**src/rtl/alu_issue_arbiter_if.sv**
```systemverilog
// Handshake and ALU bundle between two requesters, one
// consumer, the shared ALU and alu_issue_arbiter.
interface alu_issue_arbiter_if #(
   parameter int DATA_W = 32,
   parameter int FLAG_W = 3
);
   logic              req0_valid;
   logic              req0_ready;
   logic [DATA_W-1:0] req0_instr;
   logic [DATA_W-1:0] req0_a;
   logic [DATA_W-1:0] req0_b;
   logic              req1_valid;
   logic              req1_ready;
   logic [DATA_W-1:0] req1_instr;
   logic [DATA_W-1:0] req1_a;
   logic [DATA_W-1:0] req1_b;
   logic [DATA_W-1:0] alu_instruction;
   logic [DATA_W-1:0] alu_regA;
   logic [DATA_W-1:0] alu_regB;
   logic [DATA_W-1:0] alu_result;
   logic [FLAG_W-1:0] alu_flags;
   logic              rsp_valid;
   logic              rsp_ready;
   logic              rsp_id;
   logic [DATA_W-1:0] rsp_result;
   logic [FLAG_W-1:0] rsp_flags;

   modport slave (
      input  req0_valid, req0_instr, req0_a, req0_b,
      output req0_ready,
      input  req1_valid, req1_instr, req1_a, req1_b,
      output req1_ready,
      output alu_instruction, alu_regA, alu_regB,
      input  alu_result, alu_flags,
      output rsp_valid, rsp_id, rsp_result, rsp_flags,
      input  rsp_ready
   );

   modport master (
      output req0_valid, req0_instr, req0_a, req0_b,
      input  req0_ready,
      output req1_valid, req1_instr, req1_a, req1_b,
      input  req1_ready,
      input  alu_instruction, alu_regA, alu_regB,
      output alu_result, alu_flags,
      input  rsp_valid, rsp_id, rsp_result, rsp_flags,
      output rsp_ready
   );
endinterface

```
**src/rtl/alu_issue_arbiter.sv**
```systemverilog
// Round-robin issue of one operation at a time from two
// ports onto a shared combinational ALU, with settle wait.
module alu_issue_arbiter #(
   parameter int DATA_W     = 32,
   parameter int FLAG_W     = 3,
   parameter int SETTLE_CYC = 1
) (
   input  logic clk,
   input  logic rst_n,
   alu_issue_arbiter_if.slave bus,
   output logic busy
);
   localparam int CNT_W = (SETTLE_CYC > 1) ? $clog2(SETTLE_CYC) : 1;
   localparam logic [CNT_W-1:0] CNT_INIT = CNT_W'(SETTLE_CYC - 1);

   typedef enum logic [1:0] {
      IDLE,
      ISSUE,
      CAPTURE,
      RESP
   } state_t;

   state_t           state;
   logic             prio;
   logic [CNT_W-1:0] cnt;
   logic             gnt0;
   logic             gnt1;

   // prio=0 favours port 0 on a tie, prio=1 favours port 1
   always_comb begin
      gnt0 = bus.req0_valid && (!bus.req1_valid || !prio);
      gnt1 = bus.req1_valid && (!bus.req0_valid || prio);
   end

   assign bus.req0_ready = rst_n && (state == IDLE) && gnt0;
   assign bus.req1_ready = rst_n && (state == IDLE) && gnt1;
   assign busy = (state != IDLE);

   always_ff @(posedge clk) begin
      if (!rst_n) begin
         state               <= IDLE;
         prio                <= 1'b0;
         cnt                 <= '0;
         bus.alu_instruction <= '0;
         bus.alu_regA        <= '0;
         bus.alu_regB        <= '0;
         bus.rsp_valid       <= 1'b0;
         bus.rsp_id          <= 1'b0;
         bus.rsp_result      <= '0;
         bus.rsp_flags       <= '0;
      end else begin
         unique case (state)
            IDLE: begin
               unique case (1'b1)
                  gnt0: begin
                     bus.alu_instruction <= bus.req0_instr;
                     bus.alu_regA        <= bus.req0_a;
                     bus.alu_regB        <= bus.req0_b;
                     bus.rsp_id          <= 1'b0;
                     prio                <= 1'b1;
                     cnt                 <= CNT_INIT;
                     state               <= ISSUE;
                  end
                  gnt1: begin
                     bus.alu_instruction <= bus.req1_instr;
                     bus.alu_regA        <= bus.req1_a;
                     bus.alu_regB        <= bus.req1_b;
                     bus.rsp_id          <= 1'b1;
                     prio                <= 1'b0;
                     cnt                 <= CNT_INIT;
                     state               <= ISSUE;
                  end
                  default: ;
               endcase
            end
            ISSUE: begin
               if (cnt == '0) begin
                  state <= CAPTURE;
               end else begin
                  cnt <= cnt - 1'b1;
               end
            end
            CAPTURE: begin
               bus.rsp_result <= bus.alu_result;
               bus.rsp_flags  <= bus.alu_flags;
               bus.rsp_valid  <= 1'b1;
               state          <= RESP;
            end
            RESP: begin
               if (bus.rsp_ready) begin
                  bus.rsp_valid <= 1'b0;
                  state         <= IDLE;
               end
            end
            default: state <= IDLE;
         endcase
      end
   end
endmodule

```
**src/flat_wrapper.sv**
```systemverilog
// flat-port wrapper written by rule: the top's interface ports become plain ports
module alu_issue_arbiter_flat 
#(
   parameter int DATA_W     = 32,
   parameter int FLAG_W     = 3,
   parameter int SETTLE_CYC = 1
)
  (clk, rst_n, busy, bus_req0_valid, bus_req0_instr, bus_req0_a, bus_req0_b, bus_req0_ready, bus_req1_valid, bus_req1_instr, bus_req1_a, bus_req1_b, bus_req1_ready, bus_alu_instruction, bus_alu_regA, bus_alu_regB, bus_alu_result, bus_alu_flags, bus_rsp_valid, bus_rsp_id, bus_rsp_result, bus_rsp_flags, bus_rsp_ready);
  alu_issue_arbiter_if #(.DATA_W(DATA_W), .FLAG_W(FLAG_W)) bus_i ();
  input  logic clk;
  input  logic rst_n;
  output logic busy;
  input wire logic [$bits(bus_i.req0_valid)-1:0] bus_req0_valid;
  input wire logic [$bits(bus_i.req0_instr)-1:0] bus_req0_instr;
  input wire logic [$bits(bus_i.req0_a)-1:0] bus_req0_a;
  input wire logic [$bits(bus_i.req0_b)-1:0] bus_req0_b;
  output wire logic [$bits(bus_i.req0_ready)-1:0] bus_req0_ready;
  input wire logic [$bits(bus_i.req1_valid)-1:0] bus_req1_valid;
  input wire logic [$bits(bus_i.req1_instr)-1:0] bus_req1_instr;
  input wire logic [$bits(bus_i.req1_a)-1:0] bus_req1_a;
  input wire logic [$bits(bus_i.req1_b)-1:0] bus_req1_b;
  output wire logic [$bits(bus_i.req1_ready)-1:0] bus_req1_ready;
  output wire logic [$bits(bus_i.alu_instruction)-1:0] bus_alu_instruction;
  output wire logic [$bits(bus_i.alu_regA)-1:0] bus_alu_regA;
  output wire logic [$bits(bus_i.alu_regB)-1:0] bus_alu_regB;
  input wire logic [$bits(bus_i.alu_result)-1:0] bus_alu_result;
  input wire logic [$bits(bus_i.alu_flags)-1:0] bus_alu_flags;
  output wire logic [$bits(bus_i.rsp_valid)-1:0] bus_rsp_valid;
  output wire logic [$bits(bus_i.rsp_id)-1:0] bus_rsp_id;
  output wire logic [$bits(bus_i.rsp_result)-1:0] bus_rsp_result;
  output wire logic [$bits(bus_i.rsp_flags)-1:0] bus_rsp_flags;
  input wire logic [$bits(bus_i.rsp_ready)-1:0] bus_rsp_ready;
  assign bus_i.req0_valid = bus_req0_valid;
  assign bus_i.req0_instr = bus_req0_instr;
  assign bus_i.req0_a = bus_req0_a;
  assign bus_i.req0_b = bus_req0_b;
  assign bus_req0_ready = bus_i.req0_ready;
  assign bus_i.req1_valid = bus_req1_valid;
  assign bus_i.req1_instr = bus_req1_instr;
  assign bus_i.req1_a = bus_req1_a;
  assign bus_i.req1_b = bus_req1_b;
  assign bus_req1_ready = bus_i.req1_ready;
  assign bus_alu_instruction = bus_i.alu_instruction;
  assign bus_alu_regA = bus_i.alu_regA;
  assign bus_alu_regB = bus_i.alu_regB;
  assign bus_i.alu_result = bus_alu_result;
  assign bus_i.alu_flags = bus_alu_flags;
  assign bus_rsp_valid = bus_i.rsp_valid;
  assign bus_rsp_id = bus_i.rsp_id;
  assign bus_rsp_result = bus_i.rsp_result;
  assign bus_rsp_flags = bus_i.rsp_flags;
  assign bus_i.rsp_ready = bus_rsp_ready;
  alu_issue_arbiter #(.DATA_W(DATA_W), .FLAG_W(FLAG_W), .SETTLE_CYC(SETTLE_CYC)) u_core (.clk(clk), .rst_n(rst_n), .bus(bus_i), .busy(busy));
endmodule
```
**config.mk**
```make
export PLATFORM = sky130hd
export DESIGN_NAME = alu_issue_arbiter_flat
export DESIGN_NICKNAME = d
export VERILOG_FILES = /design/src/rtl/alu_issue_arbiter_if.sv /design/src/rtl/alu_issue_arbiter.sv /design/src/flat_wrapper.sv
export SDC_FILE = /design/constraint.sdc
export NUM_CORES = 1
export LEC_CHECK = 0
export CAP_MARGIN = 20
export CORE_AREA = 2 2 144 146
export CTS_CLUSTER_DIAMETER = 40
export DETAILED_ROUTE_END_ITERATION = 8
export DIE_AREA = 0 0 146 148
export GPL_TIMING_DRIVEN = 0
export PLACE_DENSITY = 0.71
export SYNTH_ARGS = -nofsm -noshare
export SYNTH_HDL_FRONTEND = slang
export SYNTH_SLANG_ARGS = --single-unit
```
**constraint.sdc**
```tcl
create_clock -name clk -period 3.21 [get_ports clk]
set_clock_uncertainty 0.05 [all_clocks]
set_input_delay 0.321 -clock clk [delete_from_list [all_inputs] [get_ports clk]]
set_output_delay 0.321 -clock clk [all_outputs]
set_load 0.1 [all_outputs]
```
# Yosys cells after proc, flatten, opt, wreduce, memory -nomap -nowiden
# Cells that the tools add are included.
# word_totals
register_bits,137
inputBits,232
out_inout_bits,136
elab_cells,51
# op_classes
addsub,1
mux,14
n_eq_ne,6
reduce_logical,20
# op_table
op,n
32-bit case mux with 2 select lines,3
1-bit case mux with 2 select lines,4
2-bit case mux with 4 select lines,1
2-bit nonzero test,4
2-bit 2-to-1 mux,3
"2-bit inequality test, second input constant",3
2-bit AND reduction,3
1-bit logical AND,5
"2-bit equality test, second input constant",2
1-bit zero test,3
1-bit 2-to-1 mux,3
3-bit AND reduction,1
"2-bit by 1-bit equality test with 1-bit output, second input constant",1
2-bit zero test,1
1-bit logical OR,2
2-bit OR reduction,1
"1-bit subtractor, second input constant",1

# Longest topological paths before layout
# Gate-level depths: netlist (run 1).
# logic_depth
ltp_word,6
ltp_mapped,8
ltp_nobuf,5

# Least setup slack after synthesis (run 1)
# No wires, ideal clock.
# synth_path
path_type,flip-flop to output port
from,register u_core.state[0]
to,output port bus_req1_ready
arrival_time_ns,4.122
path_buffers,1
stages_incl_launch_ff,6
required_time_ns,2.839
slack_ns,-1.283
cell_sequence,dfxtp_1 inv_1 ha_1 buf_2 inv_1 nor4_1
# synth_between
elab_chain_cells,3
# synth_lines
item,line,text
"start, declared",alu_issue_arbiter.sv:23,state_t state;
"start signal, assigned",alu_issue_arbiter.sv:41,state <= IDLE;
"start signal, assigned",alu_issue_arbiter.sv:62,state <= ISSUE;
"start signal, assigned",alu_issue_arbiter.sv:71,state <= ISSUE;
2-bit zero test,alu_issue_arbiter.sv:36,assign bus.req1_ready = rst_n && (state == IDLE) && gnt1;
1-bit logical AND (2 in a row),alu_issue_arbiter.sv:36,
"end, declared",flat_wrapper.sv:22,output wire logic [$bits(bus_i.req1_ready)-1:0] bus_req1_ready;
# No other way between the ends.

# Worst setup path after layout (run 1)
# layout_path
from,input port bus_req1_valid
to,output port bus_req1_ready
# layout_between
elab_chain_cells,2
# layout_lines
item,line,text
"start, declared",flat_wrapper.sv:18,input wire logic [$bits(bus_i.req1_valid)-1:0] bus_req1_valid;
1-bit logical AND,alu_issue_arbiter.sv:32,gnt1 = bus.req1_valid && (!bus.req0_valid || prio);
1-bit logical AND,alu_issue_arbiter.sv:36,
# No other way between the ends.

==> results_dict.tcl, run 1 <==
set metrics [dict create \
    vias_per_cell 5.18 \
    crit-reg2reg-launch "u_core.state[0]" \
    regArea_um2 2720 \
    fill_cells 1920 \
    fin_nets 1325 \
    end_kind "output pin" \
    die_w_um 146 \
    startpoint_type "input port" \
    dpl.hpwl_um 19100 \
    cts_root_buf "clkbuf_16" \
    gr-total-overflow 0 \
    postLayoutCellArea_um2 10500 \
    syn-num-nets 939 \
    maxSlewHeadroom_pct 28.6 \
    antenna_found_initial 0 \
    critical-path-top-delay-family "buffers and inverters" \
    cts_buffers 17 \
    coreArea_um2 20000 \
    detail-route-antenna-nets 0 \
    path_cells "clkdlybuf4s50_1, inv_2, buf_2, clkbuf_1, nor4_4, clkdlybuf4s15_1" \
    firstDrtPassIters 4 \
    synth_top_area_share_pct 46.5 \
    max_cap_viol_count 0 \
    fmax_ghz 0.325 \
    netlist_area_um2 5860 \
    arrival_ps 2700 \
    slowest_delay_ps 890 \
    multi_input_comb_area_um2 2730 \
    outcome "complete, no violations" \
    hold_buffers 0 \
    ys_seq_elements 136 \
    post-route-min-period_ps 3070 \
    crit_fanout 10 \
    cts_tree "done" \
    post-cts-setup-buffers 0 \
    wirelength_um 25700 \
    path_clk_slew_ps 70 \
    synth_top_area_cell "dfxtp_1" \
    ios 368 \
    die_y_um 148 \
    clock_path_buffers 2 \
    power_density_nw_per_um2 1160 \
    setup_viol_count_final 0 \
    hold_violations 0 \
    syn-mean-instance-area_um2 8.33 \
    cp_num_buf_inv 5 \
    place_congestion 0.882 \
    drtIter0Drc 281 \
    synth_most_common_cell "dfxtp_1" \
    worst_pin_slew_ps 1070 \
    clk_latency_ps 410 \
    die-area_um2 21600 \
    power.leakage_nw 3.79 \
    placed_area_um2 9880 \
    crit_start "bus_req1_valid" \
    timing.final.crit_share_pct 95.7 \
    drv_slew 0 \
    required_ps 2840 \
    start_util_pct 29.2 \
    grt_max_degree 17 \
    final_core_util_pct 52.3 \
    cts.sinks 136 \
    synthToLayoutAreaGrowth_pct 79.0 \
    drive_gt1_share_pct 6.72 \
    wl_per_cell_um 18.7 \
    min-delay-start "bus_req0_instr[12]" \
    drc_errors 0 \
    cts_resized 2 \
    grt_pass1_wl_um 38600 \
    synth_edf_count 0 \
    fp-row-count 52 \
    ys_warn_count 0 \
    ys_seq_area_share_pct 46.5 \
    p_total_mw 12.1 \
    grt_util_all_layers_pct 22.7 \
    rsz0062_at_grt "false" \
    ys_types 25 \
    htree_levels 4 \
    synthTopCellsByCount "dfxtp_1 (136), o21ai_0 (124), a21oi_1 (98), a31oi_1 (96), o21ai_1 (69)" \
    peakVddDrop_uv 593 \
    grt_pass1_vias 6860 \
    crit_slowest_cell "clkdlybuf4s15_1" \
    portBuffers 367 \
    worst-setup-path-type "in2out" \
    synth_cells 703 \
    async_reset_ff_share_pct 0 \
    netlist_top_cells_area "dfxtp_1 (46%), o21ai_0 (11%), a31oi_1 (10%)" \
    antenna_cells 0 \
    hold_class "in2reg" \
    ys.flop_type "dfxtp_1" \
    dr_total_vias 7101 \
]
worst paths after layout:
check                                                      end  slack [ps]  cells past startpoint
worst min register to register                 u_core.state[0]         430                      2
worst min-delay path            u_core.bus.alu_instruction[12]         410                      3
worst max-delay path                            bus_req1_ready         140                      6
worst max register to register         u_core.bus.alu_regA[31]        1240                      7
registers in the layout, indices dropped and copies added, names as in the netlist:
name,flops
u_core.bus.rsp_result,32
u_core.bus.alu_regB,32
u_core.bus.rsp_id,1
u_core.bus.rsp_valid,1
u_core.bus.rsp_flags,3
u_core.bus.alu_instruction,32
u_core.state,2
u_core.prio,1
u_core.bus.alu_regA,32
power breakdown:
group	switching [mW]	internal, mW	total, mW
Clock	0.873	1.18	2.05
Combinational	5.64	1.90	7.53
Sequential	0.306	2.25	2.55
worst reg2reg max path: stages (launching register included):
cell	delay, ps
dfxtp_1	320
inv_1	110
ha_1	150
buf_2	170
o21a_2	240
clkbuf_1	380
o21ai_0	230
a21oi_1	240
layer usage:
metal	global-route usage, %	up-vias	share of wire [%]
met1	26.5	3351	40
met4	6.21	0	1.9
met5	0	-	0
met2	40.0	337	50
li1	-	3380	-
met3	7.44	33	8.5
logic make-up after synthesis:
group	count (synthesis)	synth area share, %
compound gates	393	36.0
flops	136	46.5
buf+inv	88	7.26
simple gates	45	3.08
mux	37	6.32
fa+ha+maj	4	0.854
layout by cell type (no fill, tap or decap), types with 5 or more instances in the layout:
cell and instances:
a21oi_1 98, a31oi_1 96, buf_2 22, buf_4 10, clkbuf_1 46, clkbuf_16 17, clkdlybuf4s50_1 365, dfxtp_1 136
inv_1 5, inv_6 7, mux2i_1 37, nor2_1 37, o21ai_0 124, o21ai_1 69
area by class of cell:
type | count | area share [%]
multi-input cells | 479 | 26.0
clock inverters | 15 | 1.71
inverters | 6 | 0.215
repair buffers | 367 | 35.0
clock buffers | 17 | 4.06
flip-flops and latches | 136 | 26.0
plain buffers | 82 | 3.84
well taps | 270 | 3.22
through the flow:
stage,cells,hold WS (ps),TNS (ps),worst slack [ps]
3_3_place_gp,1340,416,-394,-219
4_1_cts,1372,401,0,57.6
5_1_grt,1372,418,0,2.35
2_1_floorplan,703,402,0,508
3_5_place_dp,1340,427,-405,-228
6_report,1372,413,0,137
Power figures use the tool's default switching activity.
==> run 2: changes to the inputs <==
--- a/config.mk
+++ b/config.mk
@@ -8,6 +8,7 @@
 export CAP_MARGIN = 20
 export CORE_AREA = 2 2 144 146
 export CTS_CLUSTER_DIAMETER = 40
+export CTS_CLUSTER_SIZE = 10
 export DETAILED_ROUTE_END_ITERATION = 8
 export DIE_AREA = 0 0 146 148
 export GPL_TIMING_DRIVEN = 0
==> results of run 2 <==
Same layout as run 1: the final DEF is identical, and so are final timing and power.
==> run 3: changes to the inputs <==
--- a/config.mk
+++ b/config.mk
@@ -6,13 +6,14 @@
 export NUM_CORES = 1
 export LEC_CHECK = 0
 export CAP_MARGIN = 20
-export CORE_AREA = 2 2 144 146
+export CORE_AREA = 2 2 142 144
+export CTS_BUF_LIST = sky130_fd_sc_hd__clkbuf_4
 export CTS_CLUSTER_DIAMETER = 40
 export CTS_CLUSTER_SIZE = 10
 export DETAILED_ROUTE_END_ITERATION = 8
-export DIE_AREA = 0 0 146 148
+export DIE_AREA = 0 0 144 146
 export GPL_TIMING_DRIVEN = 0
-export PLACE_DENSITY = 0.71
+export PLACE_DENSITY = 0.73
 export SYNTH_ARGS = -nofsm -noshare
 export SYNTH_HDL_FRONTEND = slang
 export SYNTH_SLANG_ARGS = --single-unit
==> run 3 against run 2 <==
  * Worst hold slack got worse by 150 ps
  * Total power is 7.5% lower
  * First-iteration DRC count rose by 12%
  * Die area decreased by 2.7%
  * Combinational power is essentially flat
  * Routed wire length down 2.1%
  * Clock power decreased by 42%
==> results_dict.tcl, run 3 (synthesis results as in run 1) <==
set metrics [dict create \
    peakVddDrop_uv 694 \
    power_switching_mw 6.68 \
    final_cell_mix "clkdlybuf4s50_1 (364), dfxtp_1 (136), o21ai_0 (124), a21oi_1 (98), a31oi_1 (96)" \
    grt_pass1_wl_um 37200 \
    slowest_delay_ps 870 \
    arrival_ps 2670 \
    grt_pass1_vias 6745 \
    die-area_um2 21000 \
    firstDrtPassIters 5 \
    cp_num_buf_inv 5 \
    worst-setup-path-type "in2out" \
    comb_power_share_pct 66.8 \
    drive_gt1_share_pct 6.72 \
    detail-route-antenna-nets 0 \
    die_w_um 144 \
    drv_slew 0 \
    rsz0062_at_grt "false" \
    power_density_nw_per_um2 1110 \
    startpoint_type "input port" \
    cts.sinks 136 \
    worst_slack_ps 166 \
    wirelength_um 25200 \
    place_ws_ps -242 \
    ios 368 \
    dr_total_vias 6964 \
    outcome "complete, no violations" \
    drc_errors 0 \
    end_kind "output pin" \
    grt_max_degree 17 \
    swShare_pct 59.5 \
    critical-path-top-delay-family "buffers and inverters" \
    crit_fanout 10 \
    path_clk_slew_ps 150 \
    grt_util_all_layers_pct 22.7 \
    path_cells "clkdlybuf4s50_1, inv_2, buf_2, clkbuf_1, nor4_4, clkdlybuf4s15_1" \
    gr-total-overflow 0 \
    htree_levels 4 \
    post-cts-setup-buffers 0 \
    die_y_um 146 \
    crit_slowest_cell "clkdlybuf4s15_1" \
    pwr-share-clk_pct 10.5 \
    hold_class "in2reg" \
    coreArea_um2 19300 \
    place_congestion 0.858 \
    clock_path_buffers 2 \
    worst_pin_slew_ps 1050 \
    postLayoutCellArea_um2 10200 \
    portBuffers 367 \
    power.leakage_nw 3.65 \
    fp-row-count 51 \
    vias_per_cell 5.09 \
    synthToLayoutAreaGrowth_pct 73.4 \
    cts_tree "done" \
    fin_cells 1368 \
    max_cap_viol_count 0 \
    maxSlewHeadroom_pct 29.6 \
    post-route-min-period_ps 3040 \
    wl_per_cell_um 18.4 \
    cts_root_buf "clkbuf_4" \
    dp.cells 1335 \
    fmax_ghz 0.329 \
    start_util_pct 30.3 \
    drtIter0Drc 314 \
    fin_nets 1325 \
    hold_violations 0 \
    setup_viol_count_final 0 \
    p_seq_share_pct 22.7 \
    dpl.hpwl_um 18600 \
    clk_latency_ps 530 \
    final_common_cell "clkdlybuf4s50_1" \
    cts_buffers 17 \
    p_total_mw 11.2 \
    required_ps 2840 \
    p_int_mw 4.55 \
    timing.final.crit_share_pct 94.8 \
    placed_area_um2 9880 \
    antenna_found_initial 1 \
]
run 3: power by group through the flow:
stage	clock, mW	combinational [mW]	sequential [mW]
floorplan	0	1.79	6.32
global placement	0	7.48	2.56
detailed placement	0	7.51	2.57
CTS	1.21	7.53	2.54
global route	1.27	7.84	2.60
finish	1.18	7.51	2.55
run 3: what timing repair did:
action / 4_1_cts / 5_1_grt
resized for setup: 2 / 4
hold endpoints to repair: 0 / 0
hold buffers: 0 / 0
endpoints found under the setup margin: 2 / 3
gates cloned: 0 / 0
run 3: worst paths after layout:
path / start / to / slack [ps] / cells after the start
setup / recovery: bus_req1_valid / bus_req1_ready / 170 / 6
hold / removal: bus_req0_a[19] / u_core.bus.alu_regA[19] / 270 / 3
setup reg to reg: u_core.state[1] / u_core.bus.alu_regB[7] / 1260 / 8
hold reg to reg: u_core.state[0] / u_core.state[0] / 440 / 2
run 3: cell type report:
cell class                 instances  area (µm²)
fill                            1838        9180
timing repair buffer             367        3670
multi-input combinational        479        2730
sequential                       136        2720
buffer                            82         403
tap                              265         332
clock inverter                    15         153
clock buffer                      17         128
inverter                           6        22.5
antenna                            1        2.50
run 3: per-stage QoR:
stage	setup TNS (ps)	utilization [%]	hold WS (ps)
CTS	0	52.5	207
global route	0	52.5	222
global placement	-376	51.1	415
detailed placement	-409	51.1	426
finish	0	52.5	266
floorplan	0	-	402
run 3: worst reg2reg max path: cells and delay by family, from the launching register on:
kind,cells,cell delay (ps)
buf+inv,4,750
compound gates,3,490
flops,1,420
fa+ha+maj,1,170
run 3: layer usage:
layer	vias to the layer above	track usage, %	routed length (µm)
li1	3370	-	-
met1	3230	27.1	10200
met2	326	38.1	12000
met3	38	7.47	2290
met4	0	7.65	603
met5	-	0	0
